<file path="config.mk">
export PLATFORM = sky130hd
export DESIGN_NAME = mem_port_arbiter
export DESIGN_NICKNAME = d
export VERILOG_FILES = /design/src/rtl/mem_port_arbiter.sv
export SDC_FILE = /design/constraint.sdc
export NUM_CORES = 1
export LEC_CHECK = 0
export BUFFER_PORTS_ARGS = -buffer_cell sky130_fd_sc_hd__buf_4
export CAP_MARGIN = 25
export CORE_AREA = 3 3 66 68
export CTS_CLUSTER_SIZE = 16
export DETAILED_ROUTE_END_ITERATION = 8
export DIE_AREA = 0 0 69 71
export PLACE_DENSITY_LB_ADDON = 0.1
export SETUP_SLACK_MARGIN = 0.1
export SLEW_MARGIN = 20
export SYNTH_ARGS = -nofsm -noshare
export SYNTH_HDL_FRONTEND = slang
export SYNTH_SLANG_ARGS = --single-unit
</file>
<file path="constraint.sdc">
create_clock -name clk -period 1.8 [get_ports clk]
set_input_delay 0.27 -clock clk [delete_from_list [all_inputs] [get_ports clk]]
set_output_delay 0.27 -clock clk [all_outputs]
set_load 0.01 [all_outputs]
</file>
<file path="src/rtl/mem_port_arbiter.sv">
// Two-master round-robin arbiter for one synchronous port of the CR16 memory.
// Supports a bounded ownership lock so one master can issue back-to-back bursts.
module mem_port_arbiter #(
  parameter int unsigned DATA_WIDTH = 16,
  parameter int unsigned ADDR_WIDTH = 10,
  parameter int unsigned MAX_BURST  = 4
) (
  input  logic                  clk,
  input  logic                  reset_n,
  input  logic                  req0,
  input  logic                  req1,
  input  logic                  we0,
  input  logic                  we1,
  input  logic [ADDR_WIDTH-1:0] addr0,
  input  logic [ADDR_WIDTH-1:0] addr1,
  input  logic [DATA_WIDTH-1:0] wdata0,
  input  logic [DATA_WIDTH-1:0] wdata1,
  input  logic                  lock0,
  input  logic                  lock1,
  output logic                  ack0,
  output logic                  ack1,
  output logic                  rvalid0,
  output logic                  rvalid1,
  output logic [DATA_WIDTH-1:0] rdata0,
  output logic [DATA_WIDTH-1:0] rdata1,
  output logic [ADDR_WIDTH-1:0] mem_addr,
  output logic                  mem_wr_en,
  output logic [DATA_WIDTH-1:0] mem_wr_data,
  input  logic [DATA_WIDTH-1:0] mem_rd_data
);

  localparam int unsigned CNT_W = $clog2(MAX_BURST + 1);

  typedef enum logic [1:0] {
    IDLE = 2'd0,
    OWN0 = 2'd1,
    OWN1 = 2'd2
  } state_t;

  state_t                 state;
  logic                   prio;
  logic [CNT_W-1:0]       burst_cnt;
  logic [CNT_W-1:0]       cnt_inc;
  logic [ADDR_WIDTH-1:0]  addr_q;
  logic                   gnt0;
  logic                   gnt1;

  // Grant selection: round-robin in IDLE, owner-only while locked; nothing in reset.
  always_comb begin
    gnt0 = 1'b0;
    gnt1 = 1'b0;
    if (reset_n) begin
      case (state)
        IDLE: begin
          gnt0 = req0 & (~req1 | ~prio);
          gnt1 = req1 & (~req0 | prio);
        end
        OWN0:    gnt0 = req0;
        OWN1:    gnt1 = req1;
        default: ;
      endcase
    end
  end

  // Accept and memory port mux; address holds its last value when nobody is granted.
  always_comb begin
    ack0        = gnt0;
    ack1        = gnt1;
    mem_wr_en   = (gnt0 & we0) | (gnt1 & we1);
    mem_wr_data = gnt1 ? wdata1 : wdata0;
    if (gnt0)      mem_addr = addr0;
    else if (gnt1) mem_addr = addr1;
    else           mem_addr = addr_q;
    rdata0      = rvalid0 ? mem_rd_data : '0;
    rdata1      = rvalid1 ? mem_rd_data : '0;
  end

  // Burst count after this access: restarts at 1 when taken from IDLE.
  always_comb begin
    cnt_inc = (state == IDLE) ? CNT_W'(1) : burst_cnt + CNT_W'(1);
  end

  // Ownership state machine, priority, burst counter and read-return flags.
  always_ff @(posedge clk) begin
    if (!reset_n) begin
      state     <= IDLE;
      prio      <= 1'b0;
      burst_cnt <= '0;
      rvalid0   <= 1'b0;
      rvalid1   <= 1'b0;
      addr_q    <= '0;
    end else begin
      rvalid0 <= ack0 & ~we0;
      rvalid1 <= ack1 & ~we1;
      if (ack0 | ack1) addr_q <= mem_addr;

      if (ack0) begin
        if (lock0 && (cnt_inc < CNT_W'(MAX_BURST))) begin
          state     <= OWN0;
          burst_cnt <= cnt_inc;
        end else begin
          state     <= IDLE;
          burst_cnt <= '0;
          prio      <= 1'b1;
        end
      end else if (ack1) begin
        if (lock1 && (cnt_inc < CNT_W'(MAX_BURST))) begin
          state     <= OWN1;
          burst_cnt <= cnt_inc;
        end else begin
          state     <= IDLE;
          burst_cnt <= '0;
          prio      <= 1'b0;
        end
      end else if ((state == OWN0) && !req0) begin
        state     <= IDLE;
        burst_cnt <= '0;
        prio      <= 1'b1;
      end else if ((state == OWN1) && !req1) begin
        state     <= IDLE;
        burst_cnt <= '0;
        prio      <= 1'b0;
      end
    end
  end

endmodule

</file>
# Word-level counts from Yosys, hierarchy flattened
# Cells that the tools add are included.
# Widths: inputs -> output; s select.
totals:
  out_inout_bits: 63
  word_cells: 64
  in_bits: 76
  ff_bits: 18
classes:
  bitwise_logic: 15
  order_cmp: 1
  n_mux: 28
  n_eq_ne: 4
  reduce_logical: 9
  add_sub_neg: 1
op_table:
  columns: ["op", "n"]
  rows:
  - ["$mux 16", 3]
  - ["$mux 3", 7]
  - ["$mux 10", 2]
  - ["$mux 2", 5]
  - ["$mux 1", 9]
  - ["$and 1x1->1", 6]
  - ["$not 1->1", 5]
  - ["$logic_and 1x1->1", 4]
  - ["$or 1x1->1", 4]
  - ["$pmux 1 s2", 2]
  - ["$reduce_bool 4->1", 1]
  - ["$add 3x1->3 const B", 1]
  - ["$lt 3x3->1 const B", 1]
  - ["$ne 3x3->1 const B", 1]
  - ["$reduce_and 3->1", 1]
  - ["$eq 2x1->1 const B", 1]
  - ["$eq 2x2->1 const B", 1]
  - ["$logic_not 1->1", 2]
  - ["$logic_not 2->1", 1]
  - ["$ne 2x2->1 const B", 1]

# Logic depth before layout (Yosys ltp)
depth:
  ltp_word: 7
  depth_mapped: 6
  depth_no_buf: 5

# Worst setup path after synthesis
# No wires, ideal clock.
synth_timing:
  path_type: "register -> output"
  start: "reg state[1]"
  end: "out mem_addr[6]"
  arrival_time_ns: 1.406
  slack_ns: 0.124
  path_stages_with_launch: 6
  n_path_buf: 2
  required_time_ns: 1.530
  path_cell_list: "dfxtp_1 -> buf_6 -> o311a_4 -> buf_6 -> a222oi_1 -> inv_1"
synth_between:
  elab_chain_len: 5
  elab_cells_between_ends: 9
  cone_classes: "2 x eq/ne; 6 x mux; 1 x reduce/logical"
synth_rtl:
  columns: ["element", "line", "text"]
  rows:
  - ["start, declared", "40", "state_t state;"]
  - ["start signal, assigned", "86", "state <= IDLE;"]
  - ["start signal, assigned", "99", "state <= OWN0;"]
  - ["start signal, assigned", "102", "state <= IDLE;"]
  - ["$eq 2x2->1 / $logic_not 2->1 (equally long branches)", "53", "case (state)"]
  - ["$pmux 1 s2", "53", null]
  - ["$mux 1", "52", "if (reset_n) begin"]
  - ["$mux 10", "72", "else if (gnt1) mem_addr = addr1;"]
  - ["$mux 10 (*)", "71", "if (gnt0) mem_addr = addr0;"]
  - ["end, declared", "26", "output logic [ADDR_WIDTH-1:0] mem_addr,"]
# Every way passes the cells marked *; elsewhere a longest branch is shown, timed or not.

# Final worst setup path
# Same ends and word-level chain as after synthesis.

==> flow_summary.ini <==
[finish]
fillCellCount = 334
fin_util = 0.718
fin_nets = 398
diodes = 0
layout.cells.non_filler = 370
drive_gt1_frac = 0.653
area_growth_pct = 121

[clock_network]
cts_buffers = 3
cts_sinks = 18
cts-root-buf = clkbuf_8
clock_path_buffers = 2
insertion_delay_ns = 0.26
ctsHtreeMaxLevel = 1
cts_tree = built
clk_pin_slew_worst_paths_ns = 0.07

[synth]
synth_area_leaders = dfxtp_1 (28%), and2_1 (16%), mux2_2 (14%), a222oi_1 (7.9%), o21ai_0 (5.5%)
syn-num-nets = 227
syn_area_sq_um = 1270
avgSynthCellArea_sq_um = 8.49
synth_edf_count = 0
synth_cell_types = 28
yosysTopAreaCell = dfxtp_1
synthTopCellsByCount = and2_1 (32), dfxtp_1 (18), mux2_2 (16)
yosysTopAreaCellShare = 0.283
synth-main-ff-cell = dfxtp_1
synthArstFlopShare = 0
syn_inst = 150
synth_warnings = 0
yosysMostFrequentCell = and2_1
ys_seq_elements = 18
seq_area_frac_synth = 0.283

[run]
drv_cap = 0

[worst_setup_path]
critPathKind = reg -> out
endpoint_kind = output port
crit_required_ns = 1.53
cp_data_arrival_time_ns = 1.76
path_max_fanout = 7
start_kind = register

[die]
die_w_microns = 69
die_area_sq_um = 4900
num_rows = 23
ios = 139
core_sq_um = 3910
initial_utilization = 0.325
die_h_microns = 71

[route]
drt-wirelength-per-cell_microns = 13.7
drtIter0Drc = 79
wirelength_microns = 5080
vias = 1759
drt-pass1-iter-count = 5
drc = 0
via_per_inst = 4.75
antenna_left = 0

[sta]
rsz0062_at_grt = yes
slew_viol_final = 0
timing.fmax_mhz = 493
layout_min_cycle_time_ns = 2.03
finalSetupViolCount = 28
fin_tns_setup_ns = -3.25
hold_viol = 0
fin_skew_ns = 0.00352
fin_crit_sh = 1.13
worst_pin_slew_ns = 0.512
fin_ws_ns = -0.227
relSlewSlack = 0.655

[global_route]
grt_pass1_vias = 1646
grt.overflow.total = 0
antenna_found_initial = 0
grt_pass1_wl_microns = 7720
grt_max_degree = 18
track_usage = 0.190

[placement]
post-place-ws_ns = -0.0702
gp_congestion = 0.759
dp.cells = 345
dp_hpwl_microns = 3670
port_buffers = 138

[power]
p_per_area_nw_per_um2 = 465
p_leak_uw = 0.00146
ir_drop_v = 0.000355

[min_path]
hold_class = in -> reg

[status]
outcome = finished, violations left
violations = negative setup slack
cell type report:
type | instances | area [sq um] | share of cell area
repair buffers | 175 | 1400 | 0.498
inverters | 11 | 41.3 | 0.0147
flip-flops and latches | 18 | 367 | 0.130
well taps | 50 | 62.6 | 0.0223
clock buffers | 4 | 55.1 | 0.0196
multi-input cells | 112 | 885 | 0.315
flip-flops by register name, indices dropped and copies added, names as in the netlist:
signal / count
addr_q: 10
burst_cnt: 3
state: 2
prio: 1
rvalid0: 1
rvalid1: 1
power by group:
group          switching [uW]  internal [uW]  total (uW)
sequential               14.0            411         425
clock                     136            195         330
combinational             202            348         550
through the flow:
| step | cell area, sq um | hold WS (ns) | power, uW |
|---|---|---|---|
| detailed placement | 2450 | 0.439 | 894 |
| global placement | 2450 | 0.439 | 891 |
| CTS | 2700 | 0.166 | 1280 |
| finish | 2810 | 0.172 | 1310 |
| floorplan | 1270 | 0.342 | 607 |
| global route | 2810 | 0.162 | 1370 |
repair_timing:
| item | CTS | global route |
|---|---|---|
| setup endpoints to repair | 36 | 32 |
| hold buffers | 0 | 0 |
| pin swaps | 9 | 10 |
| gates resized for setup | 15 | 19 |
| cloned | 1 | 1 |
| buffers inserted | 16 | 6 |
metal layers:
layer,up-vias,GRT usage,wire [microns]
met5,-,0,0
met4,0,0.0521,40
met3,5,0.0767,479
met2,66,0.337,2720
met1,809,0.211,1850
li1,879,-,-
cells by family (layout without fill, tap and decap cells):
group / count (synthesis) / count (layout) / synth area share
buf+inv: 21 / 190 / 0.0815
compound gates: 36 / 37 / 0.218
flops: 18 / 18 / 0.283
xor+xnor: 1 / 1 / 0.00688
mux: 17 / 17 / 0.149
simple gates: 56 / 56 / 0.251
fa+ha+maj: 1 / 1 / 0.00982
worst paths after layout:
path | to | depth (start not counted) | from | slack (ns)
setup / recovery | mem_addr[6] | 7 | state[1]$_SDFFE_PN0P_ | -0.23
hold / removal | rvalid0$_SDFF_PN0_ | 2 | we0 | 0.17
setup reg to reg | addr_q[2]$_SDFFE_PN0P_ | 11 | state[1]$_SDFFE_PN0P_ | -0.07
hold reg to reg | burst_cnt[1]$_SDFFE_PN0P_ | 2 | burst_cnt[1]$_SDFFE_PN0P_ | 0.46
critical path, cell delays in order (launching register included):
cell	delay (ns)
dfxtp_4	0.37
buf_6	0.11
nand3b_1	0.15
a21oi_4	0.06
buf_12	0.14
a222oi_1	0.41
inv_1	0.11
buf_6	0.14
cells in the final DEF, fill, tap and decap left out, types with 2 or more instances in the layout:
cell	count
nor2_1	8
nor2b_1	4
inv_1	11
a22o_1	2
o311a_4	2
nor2_2	2
clkbuf_8	4
a222oi_1	10
a32oi_1	2
nand2_1	2
buf_4	158
mux2_2	13
mux2_4	3
o21a_1	2
dfxtp_2	2
o21ai_0	13
o21ai_1	2
buf_6	15
dfxtp_1	15
nand3_1	2
and2_1	32
Power figures use the tool's default switching activity.
